<file path="config.mk">
export PLATFORM = sky130hd
export DESIGN_NAME = aes_run_ctrl
export DESIGN_NICKNAME = d
export VERILOG_FILES = /design/src/rtl/aes_run_ctrl.sv
export SDC_FILE = /design/constraint.sdc
export NUM_CORES = 1
export LEC_CHECK = 0
export CORE_AREA = 4 4 208 210
export DETAILED_ROUTE_END_ITERATION = 12
export DIE_AREA = 0 0 212 214
export PLACE_DENSITY = 0.6
export SYNTH_ARGS = -nofsm -noshare
export SYNTH_HDL_FRONTEND = slang
export SYNTH_SLANG_ARGS = --single-unit
</file>
<file path="constraint.sdc">
create_clock -name clk -period 9.75 [get_ports clk]
set_input_delay 2.4375 -clock clk [delete_from_list [all_inputs] [get_ports clk]]
set_output_delay 2.4375 -clock clk [all_outputs]
set_load 0.005 [all_outputs]
</file>
<file path="src/rtl/aes_run_ctrl.sv">
// Start/busy/done run sequencer for the AES demo: drives encrypt then decrypt round cores.
// Optional build macro AES_RUN_PASS_CNT_EN adds a saturating pass_cnt output.
module aes_run_ctrl #(
    parameter int DATA_W   = 128,
    parameter int RND_W    = 4,
    parameter int DEC_LEAD = 1,
    localparam int BYTES   = DATA_W / 8,
    localparam int SEL_W   = (BYTES > 1) ? $clog2(BYTES) : 1
) (
    input  logic              clk,
    input  logic              reset,
    input  logic              start,
    input  logic [1:0]        mode,
    input  logic [DATA_W-1:0] plain_in,
    input  logic [DATA_W-1:0] enc_in,
    input  logic [DATA_W-1:0] dec_in,
    output logic              core_clr,
    output logic              enc_run,
    output logic              dec_run,
    output logic [RND_W-1:0]  round,
    output logic [RND_W-1:0]  nr,
    output logic              busy,
    output logic              done,
    output logic              err,
    output logic              match,
    output logic [DATA_W-1:0] data_out,
    input  logic [SEL_W-1:0]  byte_sel,
    output logic [7:0]        byte_out
`ifdef AES_RUN_PASS_CNT_EN
    ,
    output logic [15:0]       pass_cnt
`endif
);

    typedef enum logic [1:0] {S_IDLE, S_ENC, S_DEC, S_DONE} state_t;

    state_t              r_state,   w_state_nxt;
    logic [RND_W-1:0]    r_round,   w_round_nxt;
    logic [RND_W-1:0]    r_nr,      w_nr_nxt;
    logic [DATA_W-1:0]   r_plain,   w_plain_nxt;
    logic                r_match,   w_match_nxt;
    logic                r_clr,     w_clr_nxt;
    logic                r_enc_run, w_enc_run_nxt;
    logic                r_dec_run, w_dec_run_nxt;
    logic                r_busy,    w_busy_nxt;
    logic                r_done,    w_done_nxt;
    logic                r_err,     w_err_nxt;
    logic [DATA_W-1:0]   w_data;
    logic [7:0]          w_byte;

    // NOTE: every next-state variable gets a default before the case so no latch is inferred.
    always_comb begin
        w_state_nxt = r_state;
        w_round_nxt = r_round;
        w_nr_nxt    = r_nr;
        w_plain_nxt = r_plain;
        w_match_nxt = r_match;
        w_clr_nxt   = 1'b0;
        w_done_nxt  = 1'b0;
        w_err_nxt   = 1'b0;
        case (r_state)
            S_IDLE, S_DONE: begin
                if (start) begin
                    if (mode == 2'd3) begin
                        w_err_nxt = 1'b1;
                    end else begin
                        w_state_nxt = S_ENC;
                        w_round_nxt = '0;
                        w_nr_nxt    = RND_W'(10 + 2 * int'(mode));
                        w_plain_nxt = plain_in;
                        w_match_nxt = 1'b0;
                        w_clr_nxt   = 1'b1;
                    end
                end
            end
            S_ENC: begin
                if (r_round == r_nr) begin
                    w_state_nxt = S_DEC;
                    w_round_nxt = '0;
                end else begin
                    w_round_nxt = r_round + 1'b1;
                end
            end
            S_DEC: begin
                if (r_round == r_nr) begin
                    w_state_nxt = S_DONE;
                    w_round_nxt = '0;
                    w_done_nxt  = 1'b1;
                    w_match_nxt = (dec_in == r_plain);
                end else begin
                    w_round_nxt = r_round + 1'b1;
                end
            end
            default: w_state_nxt = S_IDLE;
        endcase

        // Run-enables are derived from the next state so they line up with the registered round.
        w_enc_run_nxt = (w_state_nxt == S_ENC);
        w_busy_nxt    = (w_state_nxt == S_ENC) || (w_state_nxt == S_DEC);
        w_dec_run_nxt = (w_state_nxt == S_DEC) ||
                        ((w_state_nxt == S_ENC) &&
                         (int'(w_round_nxt) + DEC_LEAD >= int'(w_nr_nxt) + 1));
    end

    // NOTE: sequential state uses non-blocking assignments only, so all registers update together.
    always_ff @(posedge clk or negedge reset) begin
        if (!reset) begin
            r_state   <= S_IDLE;
            r_round   <= '0;
            r_nr      <= RND_W'(10);
            r_plain   <= '0;
            r_match   <= 1'b0;
            r_clr     <= 1'b0;
            r_enc_run <= 1'b0;
            r_dec_run <= 1'b0;
            r_busy    <= 1'b0;
            r_done    <= 1'b0;
            r_err     <= 1'b0;
        end else begin
            r_state   <= w_state_nxt;
            r_round   <= w_round_nxt;
            r_nr      <= w_nr_nxt;
            r_plain   <= w_plain_nxt;
            r_match   <= w_match_nxt;
            r_clr     <= w_clr_nxt;
            r_enc_run <= w_enc_run_nxt;
            r_dec_run <= w_dec_run_nxt;
            r_busy    <= w_busy_nxt;
            r_done    <= w_done_nxt;
            r_err     <= w_err_nxt;
        end
    end

    always_comb begin
        case (r_state)
            S_IDLE:  w_data = r_plain;
            S_ENC:   w_data = enc_in;
            default: w_data = dec_in;
        endcase
    end

    always_comb begin
        w_byte = 8'h00;
        for (int b = 0; b < BYTES; b++) begin
            if (int'(byte_sel) == b) w_byte = w_data[8*b +: 8];
        end
    end

`ifdef AES_RUN_PASS_CNT_EN
    logic [15:0] r_pass_cnt;

    always_ff @(posedge clk or negedge reset) begin
        if (!reset) begin
            r_pass_cnt <= '0;
        end else if (w_done_nxt && w_match_nxt && (r_pass_cnt != 16'hFFFF)) begin
            r_pass_cnt <= r_pass_cnt + 16'd1;
        end
    end

    assign pass_cnt = r_pass_cnt;
`endif

    assign core_clr = r_clr;
    assign enc_run  = r_enc_run;
    assign dec_run  = r_dec_run;
    assign round    = r_round;
    assign nr       = r_nr;
    assign busy     = r_busy;
    assign done     = r_done;
    assign err      = r_err;
    assign match    = r_match;
    assign data_out = w_data;
    assign byte_out = w_byte;

endmodule

</file>
==> results of run 1 <==
==> path summary, 6_finish.rpt <==
kind / depth (start not counted) / endpoint / slack (ns)
max: 8 / byte_out[3] / 1.59
min: 1 / match$_DFFE_PN0P_ / 0.52
max reg2reg: 14 / dec_run$_DFF_PN0_ / 5.65
min reg2reg: 1 / match$_DFFE_PN0P_ / 0.52
max in group asynchronous: 2 / r_plain[97]$_DFFE_PN0P_ / 6.64
min in group asynchronous: 1 / r_plain[76]$_DFFE_PN0P_ / 1.89
==> routing by layer <==
metal	global-route usage (%)	share of wire (%)	routed length (um)
met1	39.47	41	30130
met2	49.76	47	33930
met3	8.070	8.8	6399
met4	10.31	3.1	2271
met5	0	0.13	92
==> layout by cell type (no fill, tap or decap), types with 4 or more instances in the layout <==
cell type / instances
mux2_2: 4
nor3b_1: 4
diode_2: 9
a21oi_1: 23
o221ai_1: 5
xnor2_1: 67
nand2_1: 484
nand3_1: 11
dfrtp_1: 143
o21ai_0: 43
buf_4: 15
mux4_2: 8
and3_1: 4
nor2b_1: 16
mux2i_1: 8
clkdlybuf4s50_1: 541
xor2_1: 20
a2111oi_0: 7
o2bb2ai_1: 9
nor3_1: 4
a21boi_0: 4
a22o_1: 65
nor2_1: 30
a31oi_1: 11
nand2b_1: 14
clkbuf_8: 4
a21o_1: 54
o22ai_1: 21
a32oi_1: 5
a22oi_1: 83
inv_1: 71
ha_1: 12
o2111ai_1: 4
o32ai_1: 4
clkbuf_16: 17
o31ai_1: 11
nor4_1: 13
nand4_1: 22
o211ai_1: 5
==> metrics by stage <==
step	hold slack, ns	setup slack (ns)	util (%)	power [mW]	cell area [um^2]
after floorplan	0.4831	3.311	-	2.912	10870
after global placement	0.5009	1.695	40.30	5.182	16750
after detailed placement	0.5011	1.642	40.30	5.189	16750
after global routing	0.5482	1.432	41.75	6.225	17360
after CTS	0.5243	1.617	41.73	5.915	17350
final	0.5165	1.586	41.78	5.928	17370
==> critical path: stages <==
cell and delay, ns:
clkdlybuf4s50_1 0.41, inv_1 0.91, nor2_1 0.44, a32oi_1 0.35, and3_1 0.19, o221ai_1 0.11
a31o_2 0.31, clkdlybuf4s50_1 0.52
==> flip-flops by register name (all words and copies together) (netlist names) <==
register  count
r_plain     128
core_clr      1
err           1
nr            4
match         1
r_state       2
round         4
dec_run       1
done          1
busy          1
enc_run       1
==> kinds of logic after synthesis <==
kind of cell               after synthesis
and+or+nand+nor                        618
AOI/OAI and AO/OA                      373
buffers and inverters                  166
DFF                                    145
xor gates and xnor gates                87
muxes                                   20
adders and majority gates               14
==> power by group through the flow <==
stage               logic (mW)  registers (mW)  clock network, mW
CTS                       4.04            1.17              0.709
detailed placement        4.01            1.18                  0
global placement          4.02            1.17                  0
finish                    4.05            1.18              0.701
floorplan                 1.83            1.08                  0
global route              4.29            1.21              0.731
==> area by class of cell <==
class / instances / area (um^2) / area share, %
multi-input combinational: 1112 / 6624 / 38.14
timing repair buffer: 558 / 5544 / 31.92
sequential: 145 / 3631 / 20.90
tap: 539 / 674.4 / 3.883
clock buffer: 23 / 488.0 / 2.809
inverter: 73 / 279.0 / 1.606
clock inverter: 9 / 106.4 / 0.6123
antenna: 9 / 22.52 / 0.1297
==> impl_metrics.xml, run 1 <==
<?xml version="1.0" encoding="UTF-8"?>
<metrics>
  <group name="timing">
    <metric name="setup_repair_after_global_routing_missed_its_margin" unit="">no</metric>
    <metric name="max_clock_freq" unit="MHz">122.5</metric>
    <metric name="timing.setup.tns" unit="ns">0</metric>
    <metric name="report.final.hold_viol_count" unit="">0</metric>
    <metric name="fin_crit_sh" unit="%">83.73</metric>
    <metric name="finalWorstPathRequiredPeriod" unit="ns">8.164</metric>
    <metric name="clock-skew-final" unit="ns">0.007758</metric>
    <metric name="max_slew_margin" unit="%">15.34</metric>
    <metric name="drv_slew" unit="">0</metric>
    <metric name="max_slew.worst_pin.slew" unit="ns">1.269</metric>
    <metric name="final-setup-viol-count" unit="">0</metric>
  </group>
  <group name="synthesis">
    <metric name="synth_seq_cells" unit="">145</metric>
    <metric name="yosysUniqueCellTypes" unit="">61</metric>
    <metric name="syn_area_per_cell" unit="um^2">7.641</metric>
    <metric name="postSynth.topFlopCell" unit="">dfrtp_1</metric>
    <metric name="synthesis.instances" unit="">1423</metric>
    <metric name="muxShareOfSynthArea" unit="%">2.808</metric>
    <metric name="yosys.area.top_type" unit="">dfrtp_1</metric>
    <metric name="count_leader_synth" unit="">nand2_1</metric>
    <metric name="synth_async_sr_flop_share" unit="%">100.0</metric>
    <metric name="synth-compound-area-share" unit="%">25.33</metric>
    <metric name="synth_top_cells_by_area" unit="">dfrtp_1 (33%), nand2_1 (17%), a22oi_1 (5.7%)</metric>
    <metric name="synth-simple-area-share" unit="%">23.84</metric>
    <metric name="synthAdderAreaFrac" unit="%">1.611</metric>
    <metric name="dominant_combinational_cell_family_by_area_after_synthesis" unit="">compound AO/OA/AOI/OAI gates</metric>
    <metric name="syn-num-nets" unit="">1830</metric>
    <metric name="synth_xor_area_share" unit="%">7.008</metric>
    <metric name="synth.yosys.seq_area_share" unit="%">33.39</metric>
    <metric name="ys_warn_count" unit="">0</metric>
    <metric name="yosys.area.top_type_share" unit="%">32.91</metric>
    <metric name="synth-edff-count" unit="">0</metric>
    <metric name="post_synth_instance_area" unit="mm^2">0.01087</metric>
    <metric name="synth.cells.most_frequent" unit="">nand2_1 (484), dfrtp_1 (143), a22oi_1 (83), inv_1 (72), xnor2_1 (67)</metric>
  </group>
  <group name="clock_tree">
    <metric name="postCtsResizedCells" unit="">0</metric>
    <metric name="post_cts.repair.setup_buffers" unit="">0</metric>
    <metric name="tritoncts" unit="">yes</metric>
    <metric name="clkTransAtPathRegs" unit="ns">0.06</metric>
    <metric name="clock_tree.root_cell" unit="">clkbuf_16</metric>
    <metric name="tritoncts_buffers" unit="">17</metric>
    <metric name="hold_buffers" unit="">0</metric>
    <metric name="clock_sinks" unit="">145</metric>
    <metric name="maximum_buffer_depth_of_the_clock_tree" unit="">2</metric>
    <metric name="h-tree-depth" unit="">4</metric>
    <metric name="clock_insertion_delay_worst_skew" unit="ns">0.46</metric>
  </group>
  <group name="placement">
    <metric name="place.port_buffers" unit="">543</metric>
    <metric name="detailed_place_hpwl" unit="um">58360</metric>
    <metric name="gp_congestion" unit="">0.9607</metric>
    <metric name="dpl.cell_count" unit="">2427</metric>
  </group>
  <group name="pwr">
    <metric name="total_leakage_power" unit="nW">7.711</metric>
    <metric name="power_per_cell_area" unit="mW/mm^2">341.3</metric>
    <metric name="internal-power" unit="mW">3.021</metric>
    <metric name="power_dissipated_by_switching_net_loads" unit="mW">2.907</metric>
    <metric name="largest_voltage_drop_on_the_vdd_net" unit="uV">169.2</metric>
    <metric name="power.share.sequential" unit="%">19.9</metric>
    <metric name="clock_power_share" unit="%">11.8</metric>
    <metric name="power_frac_comb" unit="%">68.3</metric>
    <metric name="power.switching_fraction" unit="%">49.03</metric>
  </group>
  <group name="worst_setup_path">
    <metric name="cp.required" unit="ns">7.31</metric>
    <metric name="worst-setup-path-type" unit="">primary input to output pin</metric>
    <metric name="setup.worst_path.start" unit="">byte_sel[0]</metric>
    <metric name="critical_path_capture_point_type" unit="">output pin</metric>
    <metric name="crit_path_arrival_time" unit="ns">5.73</metric>
    <metric name="critical_path_peak_fanout" unit="">29</metric>
    <metric name="r2r-start" unit="">r_state[0]$_DFF_PN0_</metric>
    <metric name="critPathLaunchType" unit="">primary input</metric>
  </group>
  <group name="floorplan">
    <metric name="std_cell_rows" unit="">75</metric>
    <metric name="initial_utilization" unit="%">26.16</metric>
    <metric name="area_of_the_die" unit="mm^2">0.04537</metric>
    <metric name="chipWidth" unit="um">212</metric>
    <metric name="pin_count" unit="">544</metric>
    <metric name="die_height" unit="um">214</metric>
    <metric name="placeableCoreArea" unit="mm^2">0.04157</metric>
  </group>
  <group name="status">
    <metric name="run_status" unit="">finished clean</metric>
  </group>
  <group name="global_routing">
    <metric name="grt_first_pass_wirelength" unit="um">101100</metric>
    <metric name="global_route.usage.total" unit="%">30.63</metric>
    <metric name="grt_max_degree" unit="">86</metric>
    <metric name="first_global_vias" unit="">13390</metric>
    <metric name="grt-ovfl-total" unit="">0</metric>
    <metric name="antenna_violations_before_repair" unit="">16</metric>
  </group>
  <group name="route">
    <metric name="ant_nets" unit="">0</metric>
    <metric name="drt_first_iter_violations" unit="">1329</metric>
    <metric name="post-route-drc-count" unit="">0</metric>
    <metric name="routed_wire_length_per_instance" unit="um">29.51</metric>
    <metric name="detailroute.via_count" unit="">13420</metric>
    <metric name="route.final.wire_length" unit="um">72830</metric>
    <metric name="post_drt_via_cell_ratio" unit="">5.436</metric>
    <metric name="first_pass_iters" unit="">6</metric>
  </group>
  <group name="finish">
    <metric name="layout-drive-gt1-share" unit="%">3.854</metric>
    <metric name="num-fill-cells" unit="">4288</metric>
    <metric name="final-instance-count-excl-fill" unit="">2468</metric>
    <metric name="fin_nets" unit="">2314</metric>
    <metric name="flow.area_growth_from_synthesis" unit="%">59.75</metric>
  </group>
  <group name="worst_hold_path">
    <metric name="worst_hold_startpoint" unit="">match$_DFFE_PN0P_</metric>
    <metric name="min-delay-path-class" unit="">flip-flop to flip-flop</metric>
  </group>
  <group name="run">
    <metric name="max_cap_viol_count" unit="">0</metric>
  </group>
</metrics>
No activity file was read; power rests on OpenSTA's default activity.
==> inputs of run 2 (changes only) <==
- CORE_AREA: 4 4 208 210 -> 4 4 210 212
- DIE_AREA: 0 0 212 214 -> 0 0 214 216
- PLACE_DENSITY: 0.6 -> 0.62
- clock period: 9.75 -> 7.4 ns (I/O delays scaled with it)
==> run 2 against run 1 <==
Against the previous run:
- sequential cell count did not move
- clock power increased by 31%
- utilization is 0.27 points lower
- worst setup slack worse by 0.66 ns
- clock skew is 0.0013 ns higher
- sequential power increased by 32%
- largest cell class unchanged
==> impl_metrics.xml, run 2 (synthesis gave the netlist of run 1 again) <==
<?xml version="1.0" encoding="UTF-8"?>
<metrics>
  <group name="finish">
    <metric name="largest_register_ffs" unit="">128</metric>
    <metric name="fin_nets" unit="">2319</metric>
    <metric name="seqCellArea" unit="mm^2">0.003631</metric>
    <metric name="flow.area_growth_from_synthesis" unit="%">60.15</metric>
    <metric name="num-fill-cells" unit="">4354</metric>
    <metric name="area_of_the_multi_input_gates" unit="mm^2">0.006624</metric>
    <metric name="layout-drive-gt1-share" unit="%">4.156</metric>
    <metric name="final_cell_mix" unit="">clkdlybuf4s50_1 (540), nand2_1 (484), dfrtp_1 (143), a22oi_1 (83), inv_1 (71)</metric>
    <metric name="mostFrequentLayoutCell" unit="">clkdlybuf4s50_1</metric>
    <metric name="max_flop_register" unit="">r_plain</metric>
    <metric name="fin_area" unit="mm^2">0.01741</metric>
  </group>
  <group name="worst_setup_path">
    <metric name="reg2reg_depth" unit="">11</metric>
    <metric name="cp.required" unit="ns">5.55</metric>
    <metric name="crit_top_cell" unit="">clkdlybuf4s50_1</metric>
    <metric name="critical-path-max-stage-delay" unit="ns">0.74</metric>
    <metric name="critPathLaunchType" unit="">primary input</metric>
    <metric name="critical_path_cell_count" unit="">9</metric>
    <metric name="crit_chain" unit="">clkdlybuf4s50_1 &gt; buf_4 &gt; nand2b_1 &gt; nor2_1 &gt; a21oi_1 &gt; a22oi_1 &gt; a21o_1 &gt; a31o_2 &gt; clkdlybuf4s50_1</metric>
    <metric name="worst-setup-path-type" unit="">primary input to output pin</metric>
    <metric name="path_buf_inv" unit="">3</metric>
    <metric name="crit_path_arrival_time" unit="ns">4.62</metric>
    <metric name="cpLargestDelayFamily" unit="">buffers and inverters</metric>
    <metric name="critical_path_capture_point_type" unit="">output pin</metric>
    <metric name="cpMaxStageDelayCell" unit="">clkdlybuf4s50_1</metric>
    <metric name="critical_path_peak_fanout" unit="">10</metric>
  </group>
  <group name="global_routing">
    <metric name="grt_max_degree" unit="">148</metric>
    <metric name="grt_first_pass_wirelength" unit="um">102000</metric>
    <metric name="grt-ovfl-total" unit="">0</metric>
    <metric name="antenna_violations_before_repair" unit="">11</metric>
    <metric name="first_global_vias" unit="">13650</metric>
    <metric name="global_route.usage.total" unit="%">30.31</metric>
  </group>
  <group name="timing">
    <metric name="max_slew.worst_pin.slew" unit="ns">0.9399</metric>
    <metric name="timing.setup.tns" unit="ns">0</metric>
    <metric name="report.final.hold_viol_count" unit="">0</metric>
    <metric name="finalWorstPathRequiredPeriod" unit="ns">6.469</metric>
    <metric name="clock-skew-final" unit="ns">0.009091</metric>
    <metric name="max_slew_margin" unit="%">36.81</metric>
    <metric name="setup_repair_after_global_routing_missed_its_margin" unit="">no</metric>
    <metric name="fin_crit_sh" unit="%">87.42</metric>
    <metric name="drv_slew" unit="">0</metric>
    <metric name="max_clock_freq" unit="MHz">154.6</metric>
    <metric name="final-setup-viol-count" unit="">0</metric>
  </group>
  <group name="status">
    <metric name="run_status" unit="">finished clean</metric>
  </group>
  <group name="floorplan">
    <metric name="std_cell_rows" unit="">75</metric>
    <metric name="area_of_the_die" unit="mm^2">0.04622</metric>
    <metric name="placeableCoreArea" unit="mm^2">0.04195</metric>
    <metric name="chipWidth" unit="um">214</metric>
    <metric name="initial_utilization" unit="%">25.92</metric>
    <metric name="pin_count" unit="">544</metric>
    <metric name="die_height" unit="um">216</metric>
  </group>
  <group name="placement">
    <metric name="detailed_place_hpwl" unit="um">58700</metric>
    <metric name="post_place_instance_area" unit="mm^2">0.01681</metric>
    <metric name="gp_congestion" unit="">0.9344</metric>
    <metric name="place.port_buffers" unit="">543</metric>
  </group>
  <group name="clock_tree">
    <metric name="maximum_buffer_depth_of_the_clock_tree" unit="">2</metric>
    <metric name="clock_tree.root_cell" unit="">clkbuf_16</metric>
    <metric name="clkTransAtPathRegs" unit="ns">0.07</metric>
    <metric name="hold_buffers" unit="">0</metric>
    <metric name="tritoncts_buffers" unit="">17</metric>
    <metric name="post_cts.repair.setup_buffers" unit="">0</metric>
    <metric name="h-tree-depth" unit="">4</metric>
    <metric name="tritoncts" unit="">yes</metric>
    <metric name="clock_insertion_delay_worst_skew" unit="ns">0.47</metric>
    <metric name="postCtsResizedCells" unit="">0</metric>
    <metric name="clock_sinks" unit="">145</metric>
  </group>
  <group name="pwr">
    <metric name="power_frac_comb" unit="%">68.3</metric>
    <metric name="power_per_cell_area" unit="mW/mm^2">448.2</metric>
    <metric name="power.switching_fraction" unit="%">48.87</metric>
    <metric name="power_dissipated_by_switching_net_loads" unit="mW">3.814</metric>
    <metric name="largest_voltage_drop_on_the_vdd_net" unit="uV">348.5</metric>
    <metric name="total_leakage_power" unit="nW">7.752</metric>
    <metric name="power.share.sequential" unit="%">19.9</metric>
    <metric name="clock_power_share" unit="%">11.8</metric>
    <metric name="internal-power" unit="mW">3.991</metric>
  </group>
  <group name="route">
    <metric name="post-route-drc-count" unit="">0</metric>
    <metric name="drt_first_iter_violations" unit="">1120</metric>
    <metric name="first_pass_iters" unit="">5</metric>
    <metric name="post_drt_via_cell_ratio" unit="">5.410</metric>
    <metric name="route.final.wire_length" unit="um">72780</metric>
    <metric name="wl_met3" unit="um">5762</metric>
    <metric name="ant_nets" unit="">0</metric>
    <metric name="detailroute.via_count" unit="">13350</metric>
    <metric name="routed_wire_length_per_instance" unit="um">29.49</metric>
    <metric name="wire_length_on_met1" unit="um">30160</metric>
    <metric name="routed.top_layer" unit="">met5</metric>
    <metric name="routed-wl-met2" unit="um">35100</metric>
  </group>
  <group name="worst_hold_path">
    <metric name="timing.hold.worst_path_depth" unit="">2</metric>
    <metric name="min-delay-path-class" unit="">flip-flop to flip-flop</metric>
  </group>
  <group name="run">
    <metric name="max_cap_viol_count" unit="">0</metric>
  </group>
</metrics>
## run 2: cell types whose count changed in the layout (fill, tap and decap cells not counted), sizes merged
| cell | delta |
|---|---|
| clkinvlp | -2 |
| clkinv | +2 |
| clkdlybuf4s50 | -1 |
| diode | -5 |
| buf | +6 |
## run 2: stage by stage
stage	setup WS, ns	power [mW]	hold slack, ns	util [%]	std cells
CTS	0.9442	7.837	0.5210	41.49	2464
finish	0.9310	7.805	0.5254	41.51	2468
global route	0.8542	8.219	0.5417	41.50	2466
global placement	0.9469	6.868	0.5012	40.07	2432
detailed placement	0.9489	6.874	0.5044	40.07	2432
floorplan	2.136	3.837	0.4831	-	1423
## run 2: cell type report
type,count,share of cell area [%]
multi-input cells,1112,38.04
repair buffers,563,32.17
flip-flops and latches,145,20.85
well taps,539,3.873
clock buffers,23,2.802
inverters,73,1.602
clock inverters,9,0.6036
diodes,4,0.05748
## run 2: path summary, 6_finish.rpt
path / from / to / slack [ns]
worst min-delay path: r_plain[116]$_DFFE_PN0P_ / r_plain[116]$_DFFE_PN0P_ / 0.53
max in group asynchronous: reset / r_plain[92]$_DFFE_PN0P_ / 4.89
worst min register to register: r_plain[116]$_DFFE_PN0P_ / r_plain[116]$_DFFE_PN0P_ / 0.53
worst max-delay path: byte_sel[3] / byte_out[3] / 0.93
worst max register to register: r_state[0]$_DFF_PN0_ / dec_run$_DFF_PN0_ / 3.77
min in group asynchronous: reset / nr[0]$_DFF_PN0_ / 1.30
## run 2: routing by layer
layer / GRT usage [%] / vias up
met4: 8.256 / 10
met5: 0 / -
li1: - / 5952
met1: 37.96 / 6631
met3: 8.622 / 80
met2: 51.40 / 678
## run 2: worst register-to-register path, cell delays in order, from the launching register on
cell	delay, ns
dfrtp_1	0.46
inv_1	0.13
ha_4	0.36
or2_4	0.62
inv_6	0.47
nor2_1	0.32
xor2_1	0.21
ha_1	0.26
a21o_1	0.16
a21o_1	0.17
a21o_1	0.19
a21o_1	0.18
## run 2: power by group through the flow
stage / combinational [mW] / clock (mW) / sequential, mW
global route: 5.66 / 0.965 / 1.59
global placement: 5.33 / 0 / 1.54
finish: 5.33 / 0.919 / 1.56
floorplan: 2.41 / 0 / 1.43
detailed placement: 5.32 / 0 / 1.55
CTS: 5.36 / 0.939 / 1.54
==> inputs of run 3 (changes only) <==
- ABC_AREA: not set -> 1
- CORE_AREA: 4 4 210 212 -> 4 4 209 211
- DIE_AREA: 0 0 214 216 -> 0 0 213 215
- HOLD_SLACK_MARGIN: not set -> 0.1
==> run 3 against run 2 <==
Against the previous run:
- hold slack got worse by 0.023 ns
- register-to-register slack gained 0.52 ns
- global-route usage decreased by 0.34 points
- maximum frequency up 0.27%
- via count rose by 3.4%
- sequential share of layout area increased by 0.19 points
- critical path type unchanged
- clock skew decreased by 0.0013 ns
- routed wire length fell by 2.4%
==> impl_metrics.xml, run 3 <==
<?xml version="1.0" encoding="UTF-8"?>
<metrics>
  <group name="status">
    <metric name="run_status" unit="">finished clean</metric>
  </group>
  <group name="route">
    <metric name="detailroute.via_count" unit="">13810</metric>
    <metric name="first_pass_iters" unit="">5</metric>
    <metric name="route.final.wire_length" unit="um">71060</metric>
    <metric name="routed_wire_length_per_instance" unit="um">26.24</metric>
    <metric name="drt_first_iter_violations" unit="">1177</metric>
    <metric name="ant_nets" unit="">0</metric>
    <metric name="post-route-drc-count" unit="">0</metric>
    <metric name="post_drt_via_cell_ratio" unit="">5.098</metric>
  </group>
  <group name="floorplan">
    <metric name="std_cell_rows" unit="">75</metric>
    <metric name="chipWidth" unit="um">213</metric>
    <metric name="initial_utilization" unit="%">25.73</metric>
    <metric name="pin_count" unit="">544</metric>
    <metric name="placeableCoreArea" unit="mm^2">0.04176</metric>
    <metric name="area_of_the_die" unit="mm^2">0.04580</metric>
    <metric name="die_height" unit="um">215</metric>
  </group>
  <group name="finish">
    <metric name="fin_util" unit="%">41.32</metric>
    <metric name="final_cell_mix" unit="">nand2_1 (706), clkdlybuf4s50_1 (542), inv_1 (188), dfrtp_1 (143), o21ai_0 (118)</metric>
    <metric name="flow.area_growth_from_synthesis" unit="%">60.60</metric>
    <metric name="largest_register_ffs" unit="">128</metric>
    <metric name="mostFrequentLayoutCell" unit="">nand2_1</metric>
    <metric name="fin_nets" unit="">2554</metric>
    <metric name="num-fill-cells" unit="">4385</metric>
    <metric name="layout-drive-gt1-share" unit="%">3.102</metric>
    <metric name="max_flop_register" unit="">r_plain</metric>
  </group>
  <group name="synthesis">
    <metric name="synthAdderAreaFrac" unit="%">1.631</metric>
    <metric name="yosys.area.top_type_share" unit="%">33.31</metric>
    <metric name="yosys.area.top_type" unit="">dfrtp_1</metric>
    <metric name="synthesis.instances" unit="">1647</metric>
    <metric name="dominant_combinational_cell_family_by_area_after_synthesis" unit="">simple AND/OR/NAND/NOR gates</metric>
    <metric name="count_leader_synth" unit="">nand2_1</metric>
    <metric name="postSynth.topFlopCell" unit="">dfrtp_1</metric>
    <metric name="synth-simple-area-share" unit="%">33.24</metric>
    <metric name="synth_async_sr_flop_share" unit="%">100.0</metric>
    <metric name="syn-num-nets" unit="">2054</metric>
    <metric name="synth_top_cells_by_area" unit="">dfrtp_1 (33%), nand2_1 (25%), inv_1 (6.6%)</metric>
    <metric name="synth-edff-count" unit="">0</metric>
    <metric name="ys_warn_count" unit="">0</metric>
    <metric name="muxShareOfSynthArea" unit="%">0</metric>
    <metric name="syn_area_per_cell" unit="um^2">6.523</metric>
    <metric name="synth_seq_cells" unit="">145</metric>
    <metric name="synth.yosys.seq_area_share" unit="%">33.80</metric>
    <metric name="post_synth_instance_area" unit="mm^2">0.01074</metric>
    <metric name="synth_xor_area_share" unit="%">4.076</metric>
    <metric name="synth.cells.most_frequent" unit="">nand2_1 (706), inv_1 (190), dfrtp_1 (143), o21ai_0 (118), nor2_1 (51)</metric>
    <metric name="yosysUniqueCellTypes" unit="">38</metric>
    <metric name="synth-compound-area-share" unit="%">16.89</metric>
  </group>
  <group name="global_routing">
    <metric name="global_route.usage.total" unit="%">29.97</metric>
    <metric name="grt_max_degree" unit="">206</metric>
    <metric name="antenna_violations_before_repair" unit="">18</metric>
    <metric name="grt-ovfl-total" unit="">0</metric>
    <metric name="first_global_vias" unit="">13830</metric>
    <metric name="grt_first_pass_wirelength" unit="um">99010</metric>
  </group>
  <group name="worst_setup_path">
    <metric name="crit_path_arrival_time" unit="ns">4.60</metric>
    <metric name="r2r_setup_slack" unit="ns">4.29</metric>
    <metric name="r2r-start" unit="">r_state[1]$_DFF_PN0_</metric>
    <metric name="endpoint_of_the_lowest_slack_register_to_register_path" unit="">dec_run$_DFF_PN0_</metric>
    <metric name="worst-setup-path-type" unit="">primary input to output pin</metric>
    <metric name="reg2reg_depth" unit="">15</metric>
    <metric name="cp.required" unit="ns">5.55</metric>
    <metric name="critPathLaunchType" unit="">primary input</metric>
    <metric name="critical_path_peak_fanout" unit="">12</metric>
    <metric name="critical_path_capture_point_type" unit="">output pin</metric>
  </group>
  <group name="placement">
    <metric name="gp_congestion" unit="">0.9317</metric>
    <metric name="place.port_buffers" unit="">543</metric>
    <metric name="detailed_place_hpwl" unit="um">57340</metric>
  </group>
  <group name="timing">
    <metric name="drv_slew" unit="">0</metric>
    <metric name="hold_slack" unit="ns">0.5022</metric>
    <metric name="timing.setup.tns" unit="ns">0</metric>
    <metric name="max_slew.worst_pin.slew" unit="ns">1.060</metric>
    <metric name="fin_crit_sh" unit="%">87.18</metric>
    <metric name="finalWorstPathRequiredPeriod" unit="ns">6.451</metric>
    <metric name="report.final.hold_viol_count" unit="">0</metric>
    <metric name="max_slew_margin" unit="%">29.32</metric>
    <metric name="final-setup-viol-count" unit="">0</metric>
    <metric name="setup_repair_after_global_routing_missed_its_margin" unit="">no</metric>
    <metric name="max_clock_freq" unit="MHz">155.0</metric>
    <metric name="clock-skew-final" unit="ns">0.007816</metric>
  </group>
  <group name="pwr">
    <metric name="total_leakage_power" unit="nW">7.791</metric>
    <metric name="power_per_cell_area" unit="mW/mm^2">434.6</metric>
    <metric name="largest_voltage_drop_on_the_vdd_net" unit="uV">262.0</metric>
  </group>
  <group name="worst_hold_path">
    <metric name="min-delay-path-class" unit="">flip-flop to flip-flop</metric>
    <metric name="timing.hold.worst_path_depth" unit="">2</metric>
    <metric name="hold_end" unit="">match$_DFFE_PN0P_</metric>
    <metric name="worst_hold_startpoint" unit="">match$_DFFE_PN0P_</metric>
  </group>
  <group name="clock_tree">
    <metric name="tritoncts_buffers" unit="">17</metric>
    <metric name="clkTransAtPathRegs" unit="ns">0.07</metric>
    <metric name="hold_buffers" unit="">0</metric>
    <metric name="clock_insertion_delay_worst_skew" unit="ns">0.45</metric>
    <metric name="maximum_buffer_depth_of_the_clock_tree" unit="">2</metric>
    <metric name="h-tree-depth" unit="">4</metric>
    <metric name="postCtsResizedCells" unit="">0</metric>
    <metric name="post_cts.repair.setup_buffers" unit="">0</metric>
    <metric name="clock_tree.root_cell" unit="">clkbuf_16</metric>
    <metric name="tritoncts" unit="">yes</metric>
    <metric name="clock_sinks" unit="">145</metric>
  </group>
  <group name="run">
    <metric name="max_cap_viol_count" unit="">0</metric>
  </group>
</metrics>
run 3: cell count changes in the layout (fill, tap and decap cells not counted), moves of 17 or more:
cell / before / now
nand3_1: 11 / 39
nand2_1: 484 / 706
nor3_1: 4 / 21
nor2_1: 30 / 51
a22o_1: 65 / 3
xnor2_1: 67 / 3
a21oi_1: 23 / 45
a21o_1: 54 / 0
inv_1: 71 / 188
xor2_1: 20 / 47
o21ai_0: 43 / 118
o211ai_1: 5 / 24
a22oi_1: 83 / 27
run 3: kinds of logic after synthesis:
kind of cell	after synthesis
xor+xnor	50
flops	145
simple gates	881
buf+inv	262
fa+ha+maj	14
compound gates	295
run 3: area by class of cell:
cell class	count	area (um^2)	share of cell area [%]
multi-input cells	1240	6028	34.94
repair buffers	552	5529	32.05
flip-flops and latches	145	3631	21.05
inverters	191	716.9	4.155
well taps	539	674.4	3.909
clock buffers	19	442.9	2.567
clock inverters	13	207.7	1.204
diodes	9	22.52	0.1305
run 3: worst max-delay path, stage by stage:
cell,delay (ns)
clkdlybuf4s50_1,0.56
nand2_1,0.15
nor2_1,0.67
nand2_1,0.14
nand2_1,0.10
nand4_1,0.15
nor3_1,0.32
nand4_1,0.15
clkdlybuf4s50_1,0.50
run 3: worst max-delay path by stage:
stage | depth (start not counted) | to | from
2_1_floorplan | 11 | byte_out[6] | byte_sel[3]
6_report | 9 | byte_out[4] | byte_sel[1]
3_5_place_dp | 9 | byte_out[4] | byte_sel[2]
5_1_grt | 13 | byte_out[6] | byte_sel[0]
3_3_place_gp | 13 | byte_out[6] | byte_sel[1]
4_1_cts | 9 | byte_out[4] | byte_sel[2]
run 3: per-layer routing:
layer | share of wire, % | wire length [um] | global-route usage [%] | up-vias
met5 | 0.15 | 105 | 0 | -
met4 | 3.3 | 2346 | 10.24 | 16
met3 | 8.7 | 6169 | 8.254 | 111
met2 | 47 | 33540 | 49.25 | 695
met1 | 41 | 28900 | 37.85 | 6606
li1 | - | - | - | 6378
run 3: report_power, final:
part	total, mW	internal (mW)	switching [mW]
logic	5.03	1.98	3.05
clock network	1.00	0.608	0.392
registers	1.47	1.17	0.300
run 3: per-stage QoR:
| stage | setup slack [ns] | power, mW | area [um^2] | instances |
|---|---|---|---|---|
| after floorplan | 2.617 | 3.665 | 10740 | 1647 |
| after global placement | 1.053 | 6.447 | 16580 | 2667 |
| after detailed placement | 0.9759 | 6.459 | 16580 | 2667 |
| after CTS | 0.9674 | 7.494 | 17230 | 2699 |
| after global routing | 0.7094 | 7.934 | 17250 | 2705 |
| final | 0.9486 | 7.499 | 17250 | 2708 |
